==> config.mk <==
export PLATFORM = sky130hd
export DESIGN_NAME = csa_pipe_adder
export DESIGN_NICKNAME = d
export VERILOG_FILES = /design/src/rtl/csa_pipe_adder.sv
export SDC_FILE = /design/constraint.sdc
export NUM_CORES = 1
export LEC_CHECK = 0
export ABC_AREA = 1
export ABC_CLOCK_PERIOD_IN_PS = 4300
export BUFFER_PORTS_ARGS = -buffer_cell sky130_fd_sc_hd__buf_2
export CAP_MARGIN = 0
export CORE_MARGIN = 5
export CORE_UTILIZATION = 40
export CTS_CLUSTER_DIAMETER = 100
export DETAILED_ROUTE_END_ITERATION = 10
export SLEW_MARGIN = 10
export SYNTH_ARGS = -nofsm -noshare
export SYNTH_HDL_FRONTEND = slang
export SYNTH_SLANG_ARGS = --single-unit
==> constraint.sdc <==
create_clock -name clk -period 4.3 [get_ports clk]
set_input_delay 0.43 -clock clk [delete_from_list [all_inputs] [get_ports clk]]
set_output_delay 0.43 -clock clk [all_outputs]
set_load 0.005 [all_outputs]
==> src/rtl/csa_pipe_adder.sv <==
// Pipelined carry-skip adder: one BLOCK-bit ripple/skip block per stage, with a valid/ready handshake.
// Operands are skewed forward and sum slices deskewed so the last stage holds the complete result.
module csa_pipe_adder #(
  parameter int WIDTH = 32,
  parameter int BLOCK = 4
) (
  input  logic                     clk,
  input  logic                     rst,
  input  logic                     in_valid,
  output logic                     in_ready,
  input  logic [WIDTH-1:0]         a,
  input  logic [WIDTH-1:0]         b,
  input  logic                     cin,
  output logic                     out_valid,
  input  logic                     out_ready,
  output logic [WIDTH-1:0]         sum,
  output logic                     cout,
  output logic                     ovf,
  output logic [WIDTH/BLOCK-1:0]   skip_mask
);

  localparam int NB   = WIDTH / BLOCK;
  localparam int LAST = NB - 1;

  if (BLOCK < 1 || (WIDTH % BLOCK) != 0 || WIDTH < BLOCK) begin : gBadParams
    $error("csa_pipe_adder: WIDTH must be a positive multiple of BLOCK");
  end

  logic stall;

  assign stall    = out_valid && !out_ready;
  assign in_ready = !stall;

  for (genvar k = 0; k < NB; k++) begin : gStage
    // Stage k still carries the operand bits of blocks k..NB-1.
    localparam int IW = WIDTH - k * BLOCK;

    logic [IW-1:0]          aIn;
    logic [IW-1:0]          bIn;
    logic                   cIn;
    logic                   vIn;
    logic [BLOCK-1:0]       p;
    logic [BLOCK-1:0]       s;
    logic [BLOCK:0]         c;
    logic                   z;
    logic                   cOut;
    logic [(k+1)*BLOCK-1:0] sum_d;
    logic [(k+1)*BLOCK-1:0] sum_q;
    logic [k:0]             skip_d;
    logic [k:0]             skip_q;
    logic                   valid_q;
    logic                   carry_q;

    if (k == 0) begin : gFirst
      assign aIn    = a;
      assign bIn    = b;
      assign cIn    = cin;
      assign vIn    = in_valid;
      assign sum_d  = s;
      assign skip_d = z;
    end else begin : gNext
      assign aIn    = gStage[k-1].gFwd.a_q;
      assign bIn    = gStage[k-1].gFwd.b_q;
      assign cIn    = gStage[k-1].carry_q;
      assign vIn    = gStage[k-1].valid_q;
      assign sum_d  = {s, gStage[k-1].sum_q};
      assign skip_d = {z, gStage[k-1].skip_q};
    end

    always_comb begin
      p    = aIn[BLOCK-1:0] ^ bIn[BLOCK-1:0];
      c    = '0;
      c[0] = cIn;
      for (int i = 0; i < BLOCK; i++) begin
        c[i+1] = (aIn[i] & bIn[i]) | (p[i] & c[i]);
      end
      s    = p ^ c[BLOCK-1:0];
      z    = &p;
      cOut = z ? cIn : c[BLOCK];
    end

    always_ff @(posedge clk) begin
      if (rst) begin
        valid_q <= 1'b0;
        carry_q <= 1'b0;
        sum_q   <= '0;
        skip_q  <= '0;
      end else if (!stall) begin
        valid_q <= vIn;
        carry_q <= cOut;
        sum_q   <= sum_d;
        skip_q  <= skip_d;
      end
    end

    if (k < LAST) begin : gFwd
      logic [IW-BLOCK-1:0] a_q;
      logic [IW-BLOCK-1:0] b_q;

      always_ff @(posedge clk) begin
        if (!stall) begin
          a_q <= aIn[IW-1:BLOCK];
          b_q <= bIn[IW-1:BLOCK];
        end
      end
    end else begin : gLast
      // Here aIn/bIn hold only the top block, so bit BLOCK-1 is the original operand MSB.
      logic ovf_q;

      always_ff @(posedge clk) begin
        if (rst) begin
          ovf_q <= 1'b0;
        end else if (!stall) begin
          ovf_q <= (aIn[BLOCK-1] == bIn[BLOCK-1]) && (s[BLOCK-1] != aIn[BLOCK-1]);
        end
      end
    end
  end

  assign out_valid = gStage[LAST].valid_q;
  assign sum       = gStage[LAST].sum_q;
  assign cout      = gStage[LAST].carry_q;
  assign skip_mask = gStage[LAST].skip_q;
  assign ovf       = gStage[LAST].gLast.ovf_q;

endmodule

==> results of run 1 <==
-- Yosys cell counts --
cell type and n:
buf_6 1, fa_1 32, clkbuf_1 13, o21ai_0 190
nand2_4 1, ha_1 32, o21bai_1 8, inv_1 74
buf_2 32, inv_4 1, inv_2 2, a21oi_1 20
edfxtp_1 224, buf_4 10, clkbuf_2 7, dfxtp_1 197
nand3_1 8, nor2_1 348, o21ai_1 7, nand2_1 32
-- power breakdown --
group	internal, uW	total (uW)	switching (uW)
sequential	4470	4570	99.6
combinational	187	424	237
clock	2080	3570	1500
total	6730	8570	1830
-- routing by layer --
metal	GRT usage, %	up-vias
met4	3.64	0
met5	0	-
met3	3.43	38
met2	17.6	138
li1	-	4333
met1	16.1	3940
-- cell type report --
cell class / count / area (um2) / share of cell area (%)
Sequential cell: 421 / 10700 / 61.8
Multi-Input combinational cell: 678 / 3670 / 21.3
Clock buffer: 58 / 1220 / 7.08
Timing Repair Buffer: 119 / 651 / 3.77
Tap cell: 468 / 586 / 3.39
Inverter: 77 / 297 / 1.72
Clock inverter: 22 / 175 / 1.01
-- per-stage QoR --
| stage | total power [uW] | cells | hold slack (ps) | setup slack, ps | utilization (%) |
|---|---|---|---|---|---|
| floorplan | 4910 | 1239 | 400 | 435 | - |
| global placement | 5080 | 1763 | 403 | 1890 | 43.2 |
| detailed placement | 5090 | 1763 | 405 | 1880 | 43.2 |
| CTS | 8710 | 1843 | 12.5 | 1540 | 47.0 |
| global route | 8960 | 1843 | 17.0 | 1430 | 47.0 |
| finish | 8570 | 1843 | 52.1 | 1600 | 47.0 |
-- cell families (layout without fill, tap and decap cells) --
family	count (synthesis)	after routing	share of synthesized area, %
AOI/OAI and AO/OA	225	225	7.66
buffers and inverters	140	276	4.16
and+or+nand+nor	389	389	9.88
adders and majority gates	64	64	6.96
DFF	421	421	71.3
-- sequential cells by signal, indices dropped and copies added (netlist names) --
signal / flops
gStage.gFwd.a_q: 112
gStage.gFwd.b_q: 112
gStage.sum_q: 112
sum: 32
gStage.skip_q: 28
skip_mask: 8
gStage.carry_q: 7
gStage.valid_q: 7
cout: 1
out_valid: 1
ovf: 1
-- how the worst min path moves through the flow --
stage,startpoint,to,slack [ps],depth (start not counted)
finish,a[31],gStage[0].gFwd.a_q[27],50,1
global route,a[28],gStage[0].gFwd.a_q[24],20,1
CTS,a[31],gStage[0].gFwd.a_q[27],10,1
detailed placement,gStage[0].gFwd.a_q[8],gStage[1].gFwd.a_q[4],400,0
global placement,gStage[4].gFwd.a_q[11],gStage[5].gFwd.a_q[7],400,0
floorplan,gStage[0].gFwd.a_q[4],gStage[1].gFwd.a_q[0],400,0
==> metrics, run 1 <==
DRC viols=0; Reg-to-Reg End=ovf; clk sinks=421; WP data required=3870 ps; Ports=113; core outline area=36,800 um2; Worst Setup SP=out_valid; synth-to-layout area growth=15.5%; Root Buffer=clkbuf_16; Reg2Reg Depth=11; Clk pin slew, worst setup/hold paths=60 ps; Final Instance Area=17,300 um2; area share of the largest cell type after synthesis=45.0%; crit-path cells=nand2_8 > buf_4 > buf_2; via-per-instance ratio=4.58; Hold Crit Class=in -> reg; Final period util=62.8%; worst-path fanout max=92; met3 routed WL=1430 um; crit-path leading delay family=buffers and inverters; WL final=24,100 um; RSZ-0062 raised after global routing=no; Synth Net Count=1,372; layout net count=1,473; leading cell type in the layout, fill and taps excluded=nor2_1; share of cells above drive strength 1=13.6%; Detail Placement HPWL=14,300 um; Slew @ Worst Pin=919 ps; CTS Buf Count=43; Critical Path End Type=output port; Unique masters post-synth=20; Final Max Tran Viols=0; setup TNS=0 ps; GRT Util Overall=11.6%; Max-cap violations=0; First DRT Iteration DRCs=507; routed length on met2=10,600 um; YS warnings=0; clk_lat worst skew=550 ps; synth top area cells=edfxtp_1, dfxtp_1, nor2_1, o21ai_0, fa_1; fmax=370 MHz; Die X=203 um; highest metal used=met4; reg2reg setup slack=1890 ps; largest area contributor in the netlist=edfxtp_1; Fillers=3,364; Routed Antenna Nets=0; routability cong.=0.720; CTS resizes=0; vias in the first global route=8,334; Antenna diodes=0; arrival time worst endpoint=2270 ps; delay of the slowest cell on the worst path=580 ps; first-pass GRT wire length=40,500 um; Critical Path Start Type=flip-flop; VDD IR max=0.272 mV; # port buffers=112; clock skew=16.5 ps; #FFs+latches synth=421; Core Rows=70; hold-fix buffers at CTS=0; sequential cell area fraction in the yosys report=71.3%; Power per Cell Area=496 nW/um2; placed cell area=15,900 um2; Vias=8,449; Syn Area/Cell=12.1 um2; CP endpoint=in_ready; H-Tree Level Count=2; Final Hold Viols=0; reg2reg start=gStage[6].gFwd.a_q[0]; initial antenna violation count=0; Rel. slew slack=38.7%; maximum clock path buffer count=3; most frequent cells in the layout=nor2_1, edfxtp_1, dfxtp_1; CP max stage cell=buf_4; Initial Utilization=40.7%; Setup Viol. Count Final=0; WS Path Type=reg -> out; Post-Synthesis Cell Area=15,000 um2; post-layout min period=2700 ps; Crit path depth=3; DR WL/cell=13.1 um; first-pass iteration count of the detailed router=4; met1 wire length=11,600 um; cell count after synthesis=1,239; Die Span Y=203 um; buffer and inverter count on the worst path=2; CTS tree=done; full die area=41,400 um2; Post-CTS Setup Bufs=0; largest net degree at the start of global routing=212; total gr overflow=0; Leakage=0.00693 uW; outcome=complete, no violations
Note: power is estimated with default switching activity, not from simulation.
==> inputs of run 2 (changes only) <==
--- a/config.mk
+++ b/config.mk
@@ -5,8 +5,8 @@
 export SDC_FILE = /design/constraint.sdc
 export NUM_CORES = 1
 export LEC_CHECK = 0
-export ABC_AREA = 1
-export ABC_CLOCK_PERIOD_IN_PS = 4300
+export ABC_AREA = 0
+export ABC_CLOCK_PERIOD_IN_PS = 2600
 export BUFFER_PORTS_ARGS = -buffer_cell sky130_fd_sc_hd__buf_2
 export CAP_MARGIN = 0
 export CORE_MARGIN = 5
==> constraint.sdc (replaced) <==
create_clock -name clk -period 2.6 [get_ports clk]
set_input_delay 0.26 -clock clk [delete_from_list [all_inputs] [get_ports clk]]
set_output_delay 0.26 -clock clk [all_outputs]
set_load 0.005 [all_outputs]
==> run 2 against run 1 <==
Worst setup slack lost 1500 ps. Synthesized cell count down 3.6%. Die area unchanged. Wire length is 3.6% higher. Register-to-register slack got worse by 1800 ps. Final area up 3.6%. Hold slack improved by 110 ps. Utilization grew 1.7 points. First-iteration DRC count is 8.9% lower. Count of clock-buffer cells in the layout is 1 higher. Clock power increased by 62%. Highest routed layer unchanged.
==> metrics, run 2 <==
vias in the first global route=8,535; Final period util=96.3%; reg2reg start=gStage[6].gFwd.b_q[0]; WS Path Type=reg -> reg; startpoint of the worst hold path=b[3]; Rel. slew slack=33.4%; Leakage=0.00691 uW; Fillers=3,284; largest net degree at the start of global routing=126; ys flop type=edfxtp_1; core outline area=36,800 um2; maximum clock path buffer count=3; setup TNS=0 ps; Post-synth top cells=nand2_1, edfxtp_1, dfxtp_1; H-Tree Level Count=2; First DRT Iteration DRCs=462; largest area contributor in the netlist=edfxtp_1; Post-synth ARST share=0%; first-pass GRT wire length=42,900 um; Ports=113; Compound-Gate Fraction of Synth Area=7.39%; mux cell area share after synthesis=0%; routability cong.=0.759; outcome=complete, no violations; via-per-instance ratio=4.58; share of cells above drive strength 1=14.6%; xor/xnor share of the synthesized area=0.0586%; first-pass iteration count of the detailed router=6; arrival time worst endpoint=2960 ps; Antenna diodes=0; Unique masters post-synth=32; Syn Area/Cell=12.5 um2; Final Max Tran Viols=0; WL final=24,900 um; Initial Utilization=40.7%; synth top area cells=edfxtp_1, dfxtp_1, nand2_1, a21oi_1, fa_1; hold path cells=4; WP data required=3060 ps; CTS Buf Count=43; Die Span Y=203 um; Clk pin slew, worst setup/hold paths=60 ps; clock skew=24.2 ps; post-layout min period=2500 ps; #FFs+latches synth=421; Post-Synthesis Cell Area=15,000 um2; clk sinks=421; # port buffers=112; GRT Util Overall=12.3%; hold endpoint=gStage[0].sum_q[3]; leading cell type in the layout, fill and taps excluded=nand2_1; Final Util=48.7%; count leader, synth=nand2_1; layout net count=1,490; clk_lat worst skew=550 ps; sequential cell area fraction in the yosys report=71.3%; Setup Viol. Count Final=0; Min Hold Slack=165 ps; most frequent cells in the layout=nand2_1, edfxtp_1, dfxtp_1; Post-Synth Simple-Gate Area=10.5%; DR WL/cell=13.4 um; CTS tree=done; adder-cell share of the synthesized area=6.96%; Max-cap violations=0; cell count after synthesis=1,194; main combinational cell family by area after synthesis=simple AND/OR/NAND/NOR gates; Reg2Reg Depth=10; Synth Net Count=1,327; fmax=400 MHz; DRC viols=0; Power per Cell Area=774 nW/um2; Slew @ Worst Pin=999 ps; synth-to-layout area growth=19.7%; Die X=203 um; reg2reg setup slack=100 ps; area share of the largest cell type after synthesis=45.0%; Placed Cells incl. Taps=1,721; Routed Antenna Nets=0; Top Registers=gStage.gFwd.a_q x112, gStage.gFwd.b_q x112, gStage.sum_q x112; Critical Path End Type=flip-flop; Reg-to-Reg End=ovf; Vias=8,495; Critical Path Start Type=flip-flop; initial antenna violation count=0; RSZ-0062 raised after global routing=yes; Final Hold Viols=0; Root Buffer=clkbuf_16; YS warnings=0; worst-path fanout max=2; Post-synth EDFFs=224; Hold Crit Class=in -> reg; Detail Placement HPWL=14,800 um; VDD IR max=0.553 mV; post-route insts no fill=1,855; Core Rows=70; full die area=41,400 um2; total gr overflow=0
-- run 2: cell count changes after synthesis, sizes merged, moves of 8 or more --
cell,delta
a211oi,+16
a21oi,+152
inv,-20
nand2,+309
nor2,-329
o21ai,-197
o21bai,-8
-- run 2: layout make-up --
type | instances | area (um2) | area share, %
Timing Repair Buffer | 184 | 1350 | 7.54
Clock inverter | 16 | 143 | 0.797
Sequential cell | 421 | 10700 | 59.6
Tap cell | 468 | 586 | 3.27
Clock buffer | 59 | 1200 | 6.70
Inverter | 57 | 221 | 1.24
Multi-Input combinational cell | 650 | 3730 | 20.8
-- run 2: cell families after synthesis --
group	after synthesis
flip-flops	421
AND/OR/NAND/NOR	389
AO/OA/AOI/OAI	196
buffers and inverters	123
adder cells (fa/ha/maj)	64
XOR/XNOR	1
-- run 2: where the power goes --
group	switching, uW	internal (uW)	total, uW	leakage, uW
logic	301	304	605	0.00228
registers	143	7330	7480	0.00398
clock network	2430	3340	5780	0.000660
total	2880	11000	13900	0.00691
-- run 2: per-layer routing --
metal	part of all wire [%]	GRT usage, %	vias up
met2	46	19.5	130
met1	47	16.8	3950
met5	0	0	-
met3	5.1	3.18	52
met4	2.4	3.71	0
li1	-	-	4363
-- run 2: timing repair --
item | in CTS | in global routing
buffers inserted | 1 | 1
hold buffers | 57 | 0
pin swaps | 3 | 4
resized for setup | 4 | 0
hold endpoints to repair | 57 | 0
endpoints found under the setup margin | 1 | 1
-- run 2: worst max-delay path, stage by stage (launching register included) --
cell and delay, ps:
edfxtp_1 390, inv_1 80, fa_1 160, inv_1 50, fa_2 340, fa_2 360, inv_2 60, fa_1 420
xor2_1 150, or3_1 300, a21oi_1 110
-- run 2: metrics by stage --
stage                     cell area [um2]  worst slack, ps  power, uW
final                               17900             97.0      13900
after global routing                17900            -39.8      14500
after CTS                           17900             17.8      14100
after detailed placement            16000            -74.5       8160
after global placement              16000            -66.9       8140
after floorplan                     15000             35.5       7920
-- run 2: worst max-delay path by stage --
stage / cells past startpoint / endpoint / from
4_1_cts: 10 / ovf / gStage[6].gFwd.a_q[0]
3_5_place_dp: 10 / ovf / gStage[6].gFwd.a_q[0]
2_1_floorplan: 10 / ovf / gStage[6].gFwd.a_q[0]
5_1_grt: 10 / ovf / gStage[6].gFwd.a_q[0]
6_report: 10 / ovf / gStage[6].gFwd.b_q[0]
3_3_place_gp: 10 / ovf / gStage[6].gFwd.a_q[0]
